<file path="config.mk">
export PLATFORM = sky130hd
export DESIGN_NAME = sim_status_reporter_flat
export DESIGN_NICKNAME = d
export VERILOG_FILES = /design/src/rtl/sim_status_reporter_pkg.sv /design/src/rtl/sim_status_reporter_if.sv /design/src/rtl/sim_status_reporter_fifo.sv /design/src/rtl/sim_status_reporter.sv /design/src/flat_wrapper.sv
export SDC_FILE = /design/constraint.sdc
export NUM_CORES = 1
export LEC_CHECK = 0
export BUFFER_PORTS_ARGS = -buffer_cell sky130_fd_sc_hd__buf_2
export CAP_MARGIN = 20
export CORE_ASPECT_RATIO = 0.5
export CORE_MARGIN = 8
export CORE_UTILIZATION = 66
export CTS_BUF_LIST = sky130_fd_sc_hd__clkbuf_4
export CTS_CLUSTER_SIZE = 14
export DETAILED_ROUTE_END_ITERATION = 8
export HOLD_SLACK_MARGIN = 0.03
export PLACE_DENSITY = 0.91
export SLEW_MARGIN = 20
export SYNTH_ARGS = -nofsm -noshare
export SYNTH_HDL_FRONTEND = slang
export SYNTH_HIERARCHICAL = 1
export SYNTH_SLANG_ARGS = --single-unit
</file>
<file path="constraint.sdc">
create_clock -name refclk -period 10.3 [get_ports refclk]
set_clock_uncertainty 0.05 [all_clocks]
set_input_delay 1.545 -clock refclk [delete_from_list [all_inputs] [get_ports refclk]]
set_output_delay 1.545 -clock refclk [all_outputs]
set_load 0.01 [all_outputs]
</file>
<file path="src/rtl/sim_status_reporter_pkg.sv">
// Shared constants and state encoding for the simulation-status reporter.
package sim_status_pkg;

    localparam logic [1:0]  ADDR_REPORT          = 2'd0;
    localparam logic [1:0]  ADDR_FINISH          = 2'd1;
    localparam logic [1:0]  ADDR_KICK            = 2'd2;
    localparam logic [31:0] DEFAULT_TIMEOUT_CODE = 32'hDEAD_0001;

    typedef enum logic [1:0] {
        RUN,
        DRAIN,
        FINISHED
    } state_t;

endpackage

</file>
<file path="src/rtl/sim_status_reporter_if.sv">
// Register-write bus between firmware/stimulus and the status reporter.
interface sim_status_reporter_if;

    logic        bus_valid;
    logic        bus_ready;
    logic [1:0]  bus_addr;
    logic [31:0] bus_wdata;

    modport master (output bus_valid, output bus_addr, output bus_wdata, input  bus_ready);
    modport slave  (input  bus_valid, input  bus_addr, input  bus_wdata, output bus_ready);

endinterface

</file>
<file path="src/rtl/sim_status_reporter_fifo.sv">
// Synchronous DEPTH x 32 report FIFO; extra pointer MSB separates full from empty.
module sim_report_fifo #(
    parameter int unsigned DEPTH = 4
) (
    input  logic        clk,
    input  logic        rst_n,
    input  logic        flush,
    input  logic        push,
    input  logic [31:0] wdata,
    input  logic        pop,
    output logic [31:0] rdata,
    output logic        full,
    output logic        empty
);

    localparam int unsigned AW = $clog2(DEPTH);

    logic [31:0] mem [DEPTH];
    logic [AW:0] wptr;
    logic [AW:0] rptr;

    assign empty = (wptr == rptr);
    assign full  = (wptr[AW] != rptr[AW]) && (wptr[AW-1:0] == rptr[AW-1:0]);
    assign rdata = mem[rptr[AW-1:0]];

    always_ff @(posedge clk) begin
        if (!rst_n || flush) begin
            wptr <= '0;
            rptr <= '0;
        end else begin
            if (push && !full)
                wptr <= wptr + (AW+1)'(1);
            if (pop && !empty)
                rptr <= rptr + (AW+1)'(1);
        end
    end

    always_ff @(posedge clk) begin
        if (push && !full)
            mem[wptr[AW-1:0]] <= wdata;
    end

endmodule

</file>
<file path="src/rtl/sim_status_reporter.sv">
// Drives sim_done/sim_success/sim_report for CI: queues report words, drains
// them with a minimum hold time before completing, and forces a timeout if idle.
module sim_status_reporter
    import sim_status_pkg::*;
#(
    parameter int unsigned DEPTH        = 4,
    parameter int unsigned HOLD_CYCLES  = 8,
    parameter int unsigned WDT_CYCLES   = 100000,
    parameter logic [31:0] TIMEOUT_CODE = DEFAULT_TIMEOUT_CODE
) (
    input  logic                  refclk,
    input  logic                  rst_n,
    sim_status_reporter_if.slave  bus,
    output logic                  sim_success,
    output logic                  sim_done,
    output logic [31:0]           sim_report,
    output logic                  sim_report_stb,
    output logic                  fifo_overflow
);

    localparam int unsigned HW = $clog2(HOLD_CYCLES + 1);
    localparam int unsigned WW = $clog2(WDT_CYCLES + 1);
    localparam logic [HW-1:0] HOLD_LOAD = HW'(HOLD_CYCLES - 1);
    localparam logic [WW-1:0] WDT_LAST  = WW'(WDT_CYCLES - 1);
    localparam logic [WW-1:0] WDT_SAT   = WW'(WDT_CYCLES);

    state_t        state;
    logic [HW-1:0] hold;
    logic [WW-1:0] wdt;
    logic          pass;

    logic          active, accept, push, finish_wr, pop, expire, drained, to_finished;
    logic          fifo_full, fifo_empty;
    logic [31:0]   fifo_rdata;

    always_comb begin
        active         = (state != FINISHED);
        bus.bus_ready  = !active || (bus.bus_addr != ADDR_REPORT) || !fifo_full;
        accept         = bus.bus_valid && bus.bus_ready;
        push           = accept && active && (bus.bus_addr == ADDR_REPORT);
        finish_wr      = accept && active && (bus.bus_addr == ADDR_FINISH);
        pop            = active && (hold == '0) && !fifo_empty;
        expire         = active && !accept && (wdt == WDT_LAST);
        // A report arriving on the last drain cycle must still be shown.
        drained        = (state == DRAIN) && fifo_empty && (hold == '0) && !push;
        to_finished    = expire || drained;
    end

    sim_report_fifo #(.DEPTH(DEPTH)) u_fifo (
        .clk   (refclk),
        .rst_n (rst_n),
        .flush (expire),
        .push  (push),
        .wdata (bus.bus_wdata),
        .pop   (pop),
        .rdata (fifo_rdata),
        .full  (fifo_full),
        .empty (fifo_empty)
    );

    always_ff @(posedge refclk) begin
        if (!rst_n) begin
            state          <= RUN;
            hold           <= '0;
            wdt            <= '0;
            pass           <= 1'b0;
            sim_success    <= 1'b0;
            sim_done       <= 1'b0;
            sim_report     <= '0;
            sim_report_stb <= 1'b0;
            fifo_overflow  <= 1'b0;
        end else begin
            sim_report_stb <= 1'b0;
            if (pop) begin
                sim_report     <= fifo_rdata;
                sim_report_stb <= 1'b1;
                hold           <= HOLD_LOAD;
            end else if (hold != '0) begin
                hold <= hold - HW'(1);
            end

            if (finish_wr)
                pass <= bus.bus_wdata[0];

            if (active)
                wdt <= accept ? '0 : (expire ? WDT_SAT : wdt + WW'(1));

            if (to_finished && bus.bus_valid && (bus.bus_addr == ADDR_REPORT) && fifo_full)
                fifo_overflow <= 1'b1;

            // Timeout overrides whatever the loader did this cycle.
            if (expire) begin
                state          <= FINISHED;
                sim_report     <= TIMEOUT_CODE;
                sim_report_stb <= 1'b1;
                hold           <= '0;
                sim_success    <= 1'b0;
                sim_done       <= 1'b1;
            end else if (drained) begin
                state       <= FINISHED;
                sim_done    <= 1'b1;
                sim_success <= finish_wr ? bus.bus_wdata[0] : pass;
            end else if ((state == RUN) && finish_wr) begin
                state <= DRAIN;
            end
        end
    end

endmodule
</file>
<file path="src/flat_wrapper.sv">
// flat-port wrapper written by rule: the top's interface ports become plain ports
module sim_status_reporter_flat import sim_status_pkg::*;
#(
    parameter int unsigned DEPTH        = 4,
    parameter int unsigned HOLD_CYCLES  = 8,
    parameter int unsigned WDT_CYCLES   = 100000,
    parameter logic [31:0] TIMEOUT_CODE = DEFAULT_TIMEOUT_CODE
)
  (refclk, rst_n, sim_success, sim_done, sim_report, sim_report_stb, fifo_overflow, bus_bus_valid, bus_bus_addr, bus_bus_wdata, bus_bus_ready);
  sim_status_reporter_if bus_i ();
  input  logic refclk;
  input  logic rst_n;
  output logic sim_success;
  output logic sim_done;
  output logic [31:0] sim_report;
  output logic sim_report_stb;
  output logic fifo_overflow;
  input wire logic [$bits(bus_i.bus_valid)-1:0] bus_bus_valid;
  input wire logic [$bits(bus_i.bus_addr)-1:0] bus_bus_addr;
  input wire logic [$bits(bus_i.bus_wdata)-1:0] bus_bus_wdata;
  output wire logic [$bits(bus_i.bus_ready)-1:0] bus_bus_ready;
  assign bus_i.bus_valid = bus_bus_valid;
  assign bus_i.bus_addr = bus_bus_addr;
  assign bus_i.bus_wdata = bus_bus_wdata;
  assign bus_bus_ready = bus_i.bus_ready;
  sim_status_reporter #(.DEPTH(DEPTH), .HOLD_CYCLES(HOLD_CYCLES), .WDT_CYCLES(WDT_CYCLES), .TIMEOUT_CODE(TIMEOUT_CODE)) u_core (.refclk(refclk), .rst_n(rst_n), .bus(bus_i), .sim_success(sim_success), .sim_done(sim_done), .sim_report(sim_report), .sim_report_stb(sim_report_stb), .fifo_overflow(fifo_overflow));
endmodule
</file>
==> results of run 1 <==
logic make-up after synthesis:
group,Yosys count
flops,196
simple gates,164
compound gates,100
buf+inv,44
mux,34
xor+xnor,9
fa+ha+maj,8
through the flow:
| stage | cells | hold slack (ns) | utilization | instance area (sq um) | worst slack [ns] |
|---|---|---|---|---|---|
| floorplan | 555 | 0.384 | - | 7820 | 5.80 |
| global placement | 767 | 0.390 | 0.708 | 8280 | 6.17 |
| detailed placement | 767 | 0.401 | 0.708 | 8280 | 6.00 |
| CTS | 799 | 0.424 | 0.735 | 8600 | 6.10 |
| global route | 800 | 0.440 | 0.735 | 8600 | 5.85 |
| finish | 800 | 0.420 | 0.735 | 8600 | 6.13 |
worst min-delay path by stage:
stage	from	endpoint	depth (start not counted)
2_1_floorplan	u_core/wdt[16]$_SDFFE_PN0N_	u_core/wdt[16]$_SDFFE_PN0N_	1
3_3_place_gp	u_core/sim_report[5]$_SDFFE_PP0P_	u_core/sim_report[5]$_SDFFE_PP0P_	2
3_5_place_dp	u_core/sim_report[1]$_SDFFE_PP0P_	u_core/sim_report[1]$_SDFFE_PP0P_	2
4_1_cts	u_core/sim_report[14]$_SDFFE_PP0P_	u_core/sim_report[14]$_SDFFE_PP0P_	2
5_1_grt	u_core/sim_report[14]$_SDFFE_PP0P_	u_core/sim_report[14]$_SDFFE_PP0P_	2
6_report	u_core/sim_report[8]$_SDFFE_PP0P_	u_core/sim_report[8]$_SDFFE_PP0P_	2
power by group through the flow:
stage | Combinational, W | Clock, W | Sequential [W]
detailed placement | 0.000300 | 0 | 0.000919
global placement | 0.000288 | 0 | 0.000915
CTS | 0.000306 | 0.000427 | 0.000902
finish | 0.000303 | 0.000419 | 0.000902
floorplan | 0.000219 | 0 | 0.000922
global route | 0.000332 | 0.000461 | 0.000907
area by class of cell:
class                      instances  area [sq um]
timing repair buffer              78           403
sequential                       196          5210
multi-input combinational        315          2410
antenna                            1          2.50
clock buffer                      17           128
inverter                          13          53.8
clock inverter                    15           194
tap                              165           206
fill                             721          3100
placed cells by master (no fill, tap or decap), types with 3 or more instances in the layout:
cell      count
mux4_2       32
nor2_1       11
xor2_1        5
ha_1          8
edfxtp_1    128
o211ai_1      5
nand4_1       7
nor4bb_1      3
o21ai_0      10
nand2b_1      4
clkinv_8      6
buf_2        73
a21oi_1      31
nor3_1        3
xnor2_1       4
inv_6         6
nand2_1      85
a211oi_1      3
o22ai_1       3
and3_1        8
and2_2        3
clkbuf_4     17
inv_1        12
a31oi_1      27
dfxtp_1      66
and4_1        6
buf_4         5
nand3_1      12
or3_1         4
synthesized netlist by cell type, types with 6 or more instances:
| cell | n |
|---|---|
| nand2_1 | 85 |
| and4_1 | 6 |
| o21ai_0 | 10 |
| dfxtp_1 | 68 |
| a21oi_1 | 31 |
| edfxtp_1 | 128 |
| clkbuf_1 | 13 |
| nand4_1 | 7 |
| nand3_1 | 12 |
| nor2_1 | 11 |
| ha_1 | 8 |
| buf_2 | 9 |
| a31oi_1 | 28 |
| mux4_2 | 32 |
| inv_1 | 12 |
| and3_1 | 8 |
worst register-to-register path: cells and delay by family, from the launching register on:
kind | cells | cell delay (ns)
xor+xnor | 1 | 0.28
simple gates | 6 | 1.85
buf+inv | 1 | 0.25
compound gates | 2 | 0.79
flops | 1 | 0.58
registers in the layout, indices dropped and copies added, names as in the netlist, named ones only:
register / count
u_core/pass: 1
u_core/u_fifo/mem: 128
u_core/fifo_overflow: 1
u_core/sim_done: 1
u_core/state: 2
u_core/hold: 4
u_core/sim_report: 32
u_core/u_fifo/wptr: 3
u_core/wdt: 17
u_core/sim_report_stb: 1
u_core/sim_success: 1
u_core/u_fifo/rptr: 3
per-layer routing:
metal	GRT usage	vias up	wire length, um
met2	0.371	253	8400
li1	-	2264	-
met3	0.0522	25	1190
met1	0.269	2480	6550
met4	0.0899	0	321
met5	0	-	0
==> results_dict.tcl, run 1 <==
set metrics [dict create \
    status "finished, final reports clean" \
    clockRootBuffer "clkbuf_4" \
    power_density_mw_per_mm2 189 \
    path_buf_inv 1 \
    post_cts_resized 0 \
    routed_wl_um 16500 \
    drc 0 \
    crit_end "bus_bus_ready" \
    hpwl_um 10200 \
    grt_overflow 0 \
    reg2reg_to "u_core/u_fifo/wptr[0]$_SDFFE_PP0P_" \
    synth_mux_area_frac 0.0947 \
    yosysTopAreaCell "edfxtp_1" \
    worstPathArrival_ns 2.57 \
    grt_pass1_wl_um 26500 \
    yosysUniqueCellTypes 61 \
    synth_compound_area_frac 0.0821 \
    start_util 0.668 \
    synthXorXnorAreaFrac 0.0101 \
    synthSimpleGateAreaFrac 0.106 \
    critPathSlowestCell "xnor2_1" \
    p_seq_frac 0.555 \
    die_w_um 170 \
    synth_top_family_by_area "simple AND/OR/NAND/NOR gates" \
    numPortBuffers 73 \
    finalCritPeriodShare 0.405 \
    worstSetupPathType "reg -> out" \
    synth_edf_count 128 \
    die-area_sq_mm 0.0158 \
    cts_tree "done" \
    clock-sinks 196 \
    clock.fmax_mhz 240 \
    r2r_slack_ns 6.43 \
    synthAdderAreaFrac 0.0128 \
    ys.flop_type "edfxtp_1" \
    grt_pass1_vias 4978 \
    slew_headroom 0.402 \
    yosysSeqAreaShare 0.666 \
    syn_to_final_growth_pct 10.0 \
    synth_top_area_frac 0.492 \
    gp_congestion 0.841 \
    drt-pass1-iter-count 5 \
    required_ns 8.71 \
    h-tree-depth 4 \
    worst_setup_path_end_kind "output port" \
    cts_buffers 17 \
    maxCapViolCount 0 \
    synthesis.nets 600 \
    worstReg2RegStart "u_core/u_fifo/wptr[1]$_SDFFE_PP0P_" \
    p_switching_w 0.000498 \
    worstSkewPairLatency_ns 0.58 \
    path_depth 6 \
    rsz0062_at_grt "no" \
    hp-class "reg -> reg" \
    avgSynthCellArea_sq_um 14.1 \
    yosys_register_bits 196 \
    yosys_warnings 6 \
    worst_setup_path_start_kind "flop" \
    wl_per_cell_um 20.6 \
    p_total_w 0.00162 \
    nets 666 \
    grt_max_degree 40 \
    async_flop_share 0 \
    io_pins 74 \
    pwr-share-comb 0.187 \
    setup_viol 0 \
    worst_pin_slew_ns 0.897 \
    path_delay_family "simple AND/OR/NAND/NOR gates" \
    rows 28 \
    drive_above_1_share 0.249 \
    antenna_found_initial 1 \
    internal-power_w 0.00113 \
    path_cells "xnor2_1 -> nand2_2 -> nor2_1 -> nor3b_1 -> nand2_1 -> buf_2" \
    postRouteAntennaNets 0 \
    hold_viol 0 \
    ctsHoldBuffers 0 \
    max_stage_delay_ns 0.60 \
    p_sw_frac 0.306 \
    grt_usage 0.219 \
    die_h_um 93.0 \
    synth_area_leaders "edfxtp_1 (49%), dfxtp_1 (17%), mux4_2 (9.2%)" \
    cp_max_fo 7 \
    power.ir.vdd_worst_mv 0.122 \
    cts.clk_slew.worst_paths_ns 0.17 \
    clock_path_buffers 2 \
    rr_worst_depth 10 \
    period_minus_slack_ns 4.17 \
    dr_total_vias 5022 \
    drv_slew 0 \
    avgViaCountPerCell 6.28 \
    p_leak_nw 2.93 \
    syn_inst 555 \
    syn_area_sq_mm 0.00782 \
    drt-initial-drc-count 506 \
    crit_start "u_core/u_fifo/wptr[0]$_SDFFE_PP0P_" \
    setup_tns_ns 0 \
    power_frac_clock 0.258 \
    cts_setup_buffers 0 \
    coreArea_sq_mm 0.0117 \
]
No activity file was read; power rests on OpenSTA's default activity.
==> run 2: changes to the inputs <==
--- a/config.mk
+++ b/config.mk
@@ -9,12 +9,12 @@
 export CAP_MARGIN = 20
 export CORE_ASPECT_RATIO = 0.5
 export CORE_MARGIN = 8
-export CORE_UTILIZATION = 66
+export CORE_UTILIZATION = 61
 export CTS_BUF_LIST = sky130_fd_sc_hd__clkbuf_4
 export CTS_CLUSTER_SIZE = 14
 export DETAILED_ROUTE_END_ITERATION = 8
 export HOLD_SLACK_MARGIN = 0.03
-export PLACE_DENSITY = 0.91
+export PLACE_DENSITY = 0.86
 export SLEW_MARGIN = 20
 export SYNTH_ARGS = -nofsm -noshare
 export SYNTH_HDL_FRONTEND = slang
==> constraint.sdc (replaced) <==
create_clock -name refclk -period 4.1 [get_ports refclk]
set_clock_uncertainty 0.05 [all_clocks]
set_input_delay 0.615 -clock refclk [delete_from_list [all_inputs] [get_ports refclk]]
set_output_delay 0.615 -clock refclk [all_outputs]
set_load 0.01 [all_outputs]
==> run 2 against run 1 <==
Effect of this change:
- sequential share of layout area down 0.29 points
- register-to-register slack worse by 5.6 ns
- sequential power rose to 2.6 times the previous value
- core utilization down 4.9 points
- global-route usage down 1.5 points
- total power rose to 2.6 times the previous value
- clock-buffer cell count unchanged
- combinational power up 140%
- wire length up 1.4%
- die area up 7.1%
- critical path type is now reg -> reg
==> results_dict.tcl, run 2 (synthesized netlist as in run 1, its figures left out) <==
set metrics [dict create \
    drc 0 \
    numPortBuffers 73 \
    r2r_slack_ns 0.85 \
    drt-pass1-iter-count 6 \
    cts_buffers 17 \
    n_antenna_cell 0 \
    status "finished, final reports clean" \
    clock.fmax_mhz 307 \
    ctsHoldBuffers 0 \
    grt_max_degree 40 \
    dr_total_vias 5064 \
    grt_usage 0.204 \
    holdWs_ns 0.193 \
    cp_max_fo 14 \
    wl_met2_um 8610 \
    worstSkewPairLatency_ns 0.57 \
    hold_depth 1 \
    io_pins 74 \
    gp_congestion 0.866 \
    final_area_sq_mm 0.00865 \
    drv_slew 0 \
    p_leak_nw 2.95 \
    antenna_found_initial 1 \
    layout_common_cells "edfxtp_1 (128), nand2_1 (85), buf_2 (73)" \
    power_density_mw_per_mm2 480 \
    pre_cts_ws_ns 0.942 \
    worst_setup_path_end_kind "flop" \
    die_h_um 96.1 \
    finalCritPeriodShare 0.793 \
    largest_reg_flops 128 \
    start_util 0.621 \
    required_ns 4.50 \
    post_cts_resized 0 \
    grt_pass1_wl_um 26500 \
    setup_viol 0 \
    drt-initial-drc-count 593 \
    rsz0062_at_grt "no" \
    drt-met1-wl_um 6730 \
    worstPathArrival_ns 3.65 \
    die-area_sq_mm 0.0169 \
    drive_above_1_share 0.254 \
    period_minus_slack_ns 3.25 \
    postRouteAntennaNets 0 \
    cts.clk_slew.worst_paths_ns 0.18 \
    cts_tree "done" \
    post_dp_cell_area_sq_mm 0.00832 \
    maxUsedRoutingLayer "met5" \
    grt_overflow 0 \
    clock-sinks 196 \
    nets 670 \
    whs_endpoint "u_core/u_fifo/mem[2][6]$_DFFE_PP_" \
    wl_per_cell_um 20.7 \
    setup_tns_ns 0 \
    routed_wl_um 16700 \
    hpwl_um 10500 \
    syn_to_final_growth_pct 10.6 \
    fin_ws_ns 0.847 \
    die_w_um 176 \
    clock_path_buffers 2 \
    cts_setup_buffers 0 \
    mostFrequentLayoutCell "edfxtp_1" \
    avgViaCountPerCell 6.27 \
    coreArea_sq_mm 0.0126 \
    slew_headroom 0.331 \
    worstHoldStart "bus_bus_wdata[6]" \
    worst_setup_path_start_kind "flop" \
    postLayoutCoreUtil 0.687 \
    grt_pass1_vias 5092 \
    rr_worst_depth 11 \
    wl_met3_um 1090 \
    worstReg2RegStart "u_core/u_fifo/wptr[1]$_SDFFE_PP0P_" \
    rows 29 \
    clockRootBuffer "clkbuf_4" \
    worst_pin_slew_ns 1.00 \
    maxCapViolCount 0 \
    power.ir.vdd_worst_mv 0.204 \
    hp-class "in -> reg" \
    worstSetupPathType "reg -> reg" \
    hold_viol 0 \
    h-tree-depth 4 \
]
-- run 2: cell count changes in the layout (fill, tap and decap cells not counted), sizes merged --
cell / before / now
buf: 78 / 82
bufinv: 0 / 1
clkinv: 7 / 6
clkinvlp: 0 / 1
diode: 1 / 0
inv: 21 / 20
-- run 2: how the worst max path moves through the flow --
stage	start	cells past startpoint	to
after floorplan	bus_bus_valid	5	u_core/u_fifo/mem[3][0]$_DFFE_PP_
after global placement	u_core/u_fifo/wptr[1]$_SDFFE_PP0P_	11	u_core/u_fifo/rptr[0]$_SDFFE_PP0P_
after detailed placement	u_core/u_fifo/wptr[1]$_SDFFE_PP0P_	11	u_core/u_fifo/rptr[0]$_SDFFE_PP0P_
after CTS	u_core/u_fifo/wptr[1]$_SDFFE_PP0P_	11	flop
after global routing	u_core/u_fifo/wptr[1]$_SDFFE_PP0P_	11	flop
final	u_core/u_fifo/wptr[1]$_SDFFE_PP0P_	11	flop
-- run 2: stage by stage --
step / total power [W] / cells
detailed placement: 0.00309 / 776
global placement: 0.00305 / 776
finish: 0.00415 / 808
CTS: 0.00417 / 808
floorplan: 0.00287 / 555
global route: 0.00433 / 808
-- run 2: routing by layer --
metal,vias to the layer above,GRT usage
li1,2275,-
met1,2522,0.239
met2,238,0.365
met3,27,0.0509
met4,2,0.0799
met5,-,0
-- run 2: where the power goes --
group | leakage [nW] | internal, W | total (W) | switching, W
Clock | 0.169 | 0.000353 | 0.00109 | 0.000735
Combinational | 1.07 | 0.000336 | 0.000732 | 0.000396
Sequential | 1.71 | 0.00220 | 0.00233 | 0.000132
Total | 2.95 | 0.00289 | 0.00415 | 0.00126
-- run 2: area by class of cell --
type | instances | area (sq um)
clock inverter | 15 | 201
sequential | 196 | 5210
timing repair buffer | 82 | 433
clock buffer | 17 | 128
multi-input combinational | 315 | 2410
tap | 170 | 213
inverter | 13 | 53.8
fill | 807 | 3950
-- run 2: critical path: stages (launching register included) --
cell,delay (ns)
dfxtp_1,0.44
xnor2_1,0.52
nand2_2,0.17
nor2_1,0.19
nor3b_1,0.30
o21ai_0,0.27
or2_0,0.30
buf_4,0.20
inv_1,0.15
and4bb_2,0.27
a21oi_1,0.19
o211ai_1,0.11
